[config.mk]
export PLATFORM = sky130hd
export DESIGN_NAME = a1csah_pipe
export DESIGN_NICKNAME = d
export VERILOG_FILES = /design/src/rtl/a1csah_pkg.sv /design/src/rtl/a1csah_pipe_rbk.sv /design/src/rtl/a1csah_pipe.sv
export SDC_FILE = /design/constraint.sdc
export NUM_CORES = 1
export LEC_CHECK = 0
export ABC_CLOCK_PERIOD_IN_PS = 4900
export CAP_MARGIN = 0
export CORE_MARGIN = 5
export CORE_UTILIZATION = 45
export DETAILED_ROUTE_END_ITERATION = 8
export GPL_TIMING_DRIVEN = 0
export MAX_ROUTING_LAYER = met4
export PLACE_DENSITY_LB_ADDON = 0.05
export SLEW_MARGIN = 20
export SYNTH_ARGS = -nofsm -noshare
export SYNTH_HDL_FRONTEND = slang
export SYNTH_HIERARCHICAL = 1
export SYNTH_SLANG_ARGS = --single-unit
[constraint.sdc]
create_clock -name clk -period 4.9 [get_ports clk]
set_clock_uncertainty 0.1 [all_clocks]
set_input_delay 0.98 -clock clk [delete_from_list [all_inputs] [get_ports clk]]
set_output_delay 0.98 -clock clk [all_outputs]
set_load 0.01 [all_outputs]
[src/rtl/a1csah_pkg.sv]
// Shared definitions for the a1csah carry-select adder family:
// block-count helper, parameter sanity check and per-block flag record.
package a1csah_pkg;

    function automatic int nblk(input int n, input int k);
        return n / k;
    endfunction

    function automatic bit params_ok(input int n, input int k);
        return (k >= 2) && ((n % k) == 0);
    endfunction

    typedef struct packed {
        logic g;
        logic p;
    } blk_gp_t;

endpackage

[src/rtl/a1csah_pipe_rbk.sv]
// K-bit conditional add-one: rs = s + sel, implemented as the ripple of
// "all lower bits are ones" that flips each bit.
module a1csah_pipe_rbk #(
    parameter int K = 4
) (
    input  logic         sel,
    input  logic [K-1:0] s,
    output logic [K-1:0] rs
);

    logic w_run;

    always_comb begin
        rs    = '0;
        w_run = sel;
        for (int i = 0; i < K; i++) begin
            rs[i] = s[i] ^ w_run;
            w_run = w_run & s[i];
        end
    end

endmodule

[src/rtl/a1csah_pipe.sv]
// Two-stage pipelined add-one carry-select adder/subtractor with
// valid/ready handshakes; stage 1 forms block sums, stage 2 resolves carries.
module a1csah_pipe
    import a1csah_pkg::*;
#(
    parameter int N = 16,
    parameter int K = 4
) (
    input  logic         clk,
    input  logic         rst_n,
    input  logic         in_valid,
    output logic         in_ready,
    input  logic [N-1:0] a,
    input  logic [N-1:0] b,
    input  logic         cin,
    input  logic         sub,
    output logic         out_valid,
    input  logic         out_ready,
    output logic [N-1:0] sum,
    output logic         cout,
    output logic         ovf
);

    localparam int NB = nblk(N, K);

    if (!params_ok(N, K)) begin : g_param_err
        $error("a1csah_pipe: N must be a multiple of K and K >= 2");
    end

    typedef struct packed {
        logic [K-1:0] s0;
        blk_gp_t      gp;
    } blk_rec_t;

    logic [N-1:0]          w_beff;
    logic                  w_ceff;
    logic                  w_adv2;
    logic                  w_accept;
    logic                  w_cmsb;
    logic [N-1:0]          w_sum;
    logic [NB:0]           w_c;
    blk_rec_t [NB-1:0]     w_blk;

    blk_rec_t [NB-1:0]     r_blk;
    logic                  r_c0;
    logic                  r_msbx;
    logic                  r_v1;
    logic                  r_v2;
    logic [N-1:0]          r_sum;
    logic                  r_cout;
    logic                  r_ovf;

    assign w_beff   = sub ? ~b : b;
    assign w_ceff   = cin ^ sub;
    assign w_adv2   = ~r_v2 | out_ready;
    assign in_ready = ~r_v1 | w_adv2;
    assign w_accept = in_valid & in_ready;
    assign w_c[0]   = r_c0;

    for (genvar j = 0; j < NB; j++) begin : g_blk
        logic [K:0] w_add;

        assign w_add          = {1'b0, a[j*K +: K]} + {1'b0, w_beff[j*K +: K]};
        assign w_blk[j].s0    = w_add[K-1:0];
        assign w_blk[j].gp.g  = w_add[K];
        assign w_blk[j].gp.p  = &w_add[K-1:0];
        assign w_c[j+1]       = r_blk[j].gp.g | (r_blk[j].gp.p & w_c[j]);

        a1csah_pipe_rbk #(.K(K)) u_rbk (
            .sel (w_c[j]),
            .s   (r_blk[j].s0),
            .rs  (w_sum[j*K +: K])
        );
    end

    // Carry into the MSB is recovered from the final MSB and its operand XOR.
    assign w_cmsb = w_sum[N-1] ^ r_msbx;

    always_ff @(posedge clk) begin
        if (!rst_n) begin
            r_v1   <= 1'b0;
            r_v2   <= 1'b0;
            r_blk  <= '0;
            r_c0   <= 1'b0;
            r_msbx <= 1'b0;
            r_sum  <= '0;
            r_cout <= 1'b0;
            r_ovf  <= 1'b0;
        end else begin
            if (in_ready) begin
                r_v1 <= in_valid;
            end
            if (w_accept) begin
                r_blk  <= w_blk;
                r_c0   <= w_ceff;
                r_msbx <= a[N-1] ^ w_beff[N-1];
            end
            if (w_adv2) begin
                r_v2 <= r_v1;
            end
            if (w_adv2 && r_v1) begin
                r_sum  <= w_sum;
                r_cout <= w_c[NB];
                r_ovf  <= w_c[NB] ^ w_cmsb;
            end
        end
    end

    assign out_valid = r_v2;
    assign sum       = r_sum;
    assign cout      = r_cout;
    assign ovf       = r_ovf;

endmodule

==> impl_metrics.ini <==
[outcome]
status = complete, no violations

[worst_setup_path]
crit_top_cell = clkdlybuf4s50_1
start_kind = input port
critPathTopFamily = buffers and inverters
worst-path-buf-inv = 2
critPathMaxStageDelay_ps = 540
required_ps = 3820
crit_chain = clkdlybuf4s50_1 > nand3b_4 > clkdlybuf4s50_1
cp_max_fo = 4
arrival_ps = 2130
crit_slowest_cell = clkdlybuf4s50_1
critPathKind = input port to output pin
crit_path_end_kind = output pin

[sta]
fmax_ghz = 0.311
period_needed_ps = 3210
worstMarginPinSlew_ps = 554
slew_violations = 0
fin_tns_setup_ps = 0
setup_viol = 0
hold_viol_final = 0
rsz0062_at_grt = no
fin_ws_ps = 1690
maxSlewHeadroom_pct = 63.1
finalCritPeriodShare_pct = 65.6

[synthesis]
yosysWarningCount = 6
synth_top_family_by_area = adder cells
synth_enable_flop_cells = 0
synth_top_area_share_pct = 37.0
yosysTopAreaCell = dfxtp_1
synthCells = 283
synthArstFlopShare_pct = 0
syn_area_per_cell_sq_um = 8.80
synth_nets = 353
synth.area.mux_share_pct = 0
synth_compound_area_share_pct = 16.2
ys.flop_type = dfxtp_1
syn-cell-area_sq_um = 2490
synth-simple-area-share_pct = 14.7
ys_seq_area_share_pct = 37.0
synthAdderAreaFrac_pct = 17.3
yosys-top-cells-area = dfxtp_1 (37%), ha_1 (14%), xor2_1 (8.8%)
ys_ff_latch = 46
synth-xor-area-share_pct = 10.9
synth_cell_types = 27

[run]
cap_violations = 0

[floorplanning]
fp.dieW_microns = 84.4
initial_core_util_pct = 45.8
pin_count = 58
core_sq_um = 5440
rows = 27
dieArea_sq_um = 7120
fp.dieH_microns = 84.4

[clocking]
cts.clk_slew.worst_paths_ps = 80
root_buffer = clkbuf_8
cts_max_path_buffers = 2
cts_tree = done
post-cts-setup-buffers = 0
cts_resized = 0
clock-sinks = 46
holdBufCountCts = 0
clock_latency_ps = 300
cts.htree.levels = 2
cts_inserted_buffers = 5

[placement]
hpwl_microns = 4180
gp_congestion = 0.810
port_buffers = 56
placed_cell_area_sq_um = 3140
place_ws_ps = 1680

[global_routing]
grt_overflow_total = 0
antenna_found_initial = 0
grt_max_degree = 14
grt_pass1_vias = 1950
grt_pass1_wl_microns = 9160
grt_usage_pct = 16.3

[power_and_ir_drop]
powerDensity_nw_per_um2 = 274
peakVddDrop_uv = 123
power.leakage_uw = 0.00144

[cells_and_area]
seqCellArea_sq_um = 921
drive_above_1_share_pct = 5.48
nets = 416
syn2layout_area_growth_pct = 29.8
num_antenna_cells = 0
multi_input_area_sq_um = 1470
design_area_sq_um = 3230
fillers = 530

[routing]
drc = 0
ant_nets = 0
drt-pass1-iter-count = 4
drt_iter0_markers = 81
vias = 2044
routed_via_density = 4.88
totalWireLength_microns = 5340
wire_per_inst_microns = 12.7

[hold_path]
min_path_type = flip-flop to flip-flop
-- Yosys cell counts, types with 2 or more instances --
| master | n |
|---|---|
| buf_2 | 8 |
| o21ai_1 | 2 |
| nand2_1 | 55 |
| or4_1 | 3 |
| xor2_1 | 25 |
| a21oi_1 | 40 |
| nor2_1 | 7 |
| ha_1 | 28 |
| and2_1 | 3 |
| a21o_1 | 11 |
| nand3_1 | 8 |
| inv_1 | 6 |
| fa_1 | 4 |
| and3_1 | 2 |
| clkbuf_1 | 5 |
| a211oi_1 | 5 |
| dfxtp_1 | 46 |
| xnor2_1 | 6 |
| o21ai_0 | 11 |
-- layout make-up --
class / instances / area share [%]
multi-input combinational: 216 / 45.6
tap: 72 / 2.79
clock buffer: 7 / 2.67
sequential: 46 / 28.5
timing repair buffer: 56 / 17.3
inverter: 7 / 0.813
buffer: 14 / 2.17
clock inverter: 1 / 0.155
-- layout by cell type (no fill, tap or decap), types with 7 or more instances in the layout --
cell type	instances
nand3_1	8
clkdlybuf4s50_1	56
o21ai_0	11
a21o_1	11
dfxtp_1	46
buf_2	8
a21oi_1	40
nand2_1	55
nor2_1	7
xor2_1	25
ha_1	28
-- layer usage --
metal | global-route usage [%] | routed length, microns | share of wire, % | up-vias
met5 | - | 0 | 0 | -
met4 | 6.47 | 110 | 2.1 | 0
met3 | 3.53 | 330 | 6.2 | 8
met2 | 25.3 | 2330 | 44 | 58
met1 | 20.7 | 2570 | 48 | 890
li1 | - | - | - | 1088
-- worst paths after layout --
path	startpoint	to	slack, ps	cells past startpoint
max	out_ready	in_ready	1690	3
min	sum[6]	sum[6]	360	2
max reg2reg	r_c0	ovf	2510	10
min reg2reg	sum[6]	sum[6]	360	2
-- tightest hold or removal path, stage by stage, from the launching register on --
cell and delay [ps]:
dfxtp_1 310, nand2_1 50, a21oi_1 50
-- registers in the layout (all words and copies together) (netlist names) --
register	count
r_blk	24
sum	16
cout	1
out_valid	1
ovf	1
r_c0	1
r_msbx	1
r_v1	1
-- cells by family after synthesis --
| family | count (synthesis) |
|---|---|
| simple gates | 82 |
| buf+inv | 21 |
| compound gates | 71 |
| flops | 46 |
| fa+ha+maj | 32 |
| xor+xnor | 31 |
-- power by group --
group | total (uW) | internal (uW) | switching [uW] | leakage (uW)
combinational | 227 | 113 | 114 | 0.00102
sequential | 420 | 403 | 17.5 | 0.000377
clock | 237 | 114 | 124 | 0.0000482
total | 885 | 630 | 255 | 0.00144
-- per-stage QoR --
stage | instances | total power (uW) | hold slack [ps] | utilization (%)
floorplan | 283 | 568 | 337 | -
global placement | 411 | 653 | 343 | 57.7
detailed placement | 411 | 654 | 347 | 57.7
CTS | 419 | 894 | 358 | 59.4
global route | 419 | 941 | 379 | 59.4
finish | 419 | 885 | 355 | 59.4
No activity file was read; power rests on OpenSTA's default activity.
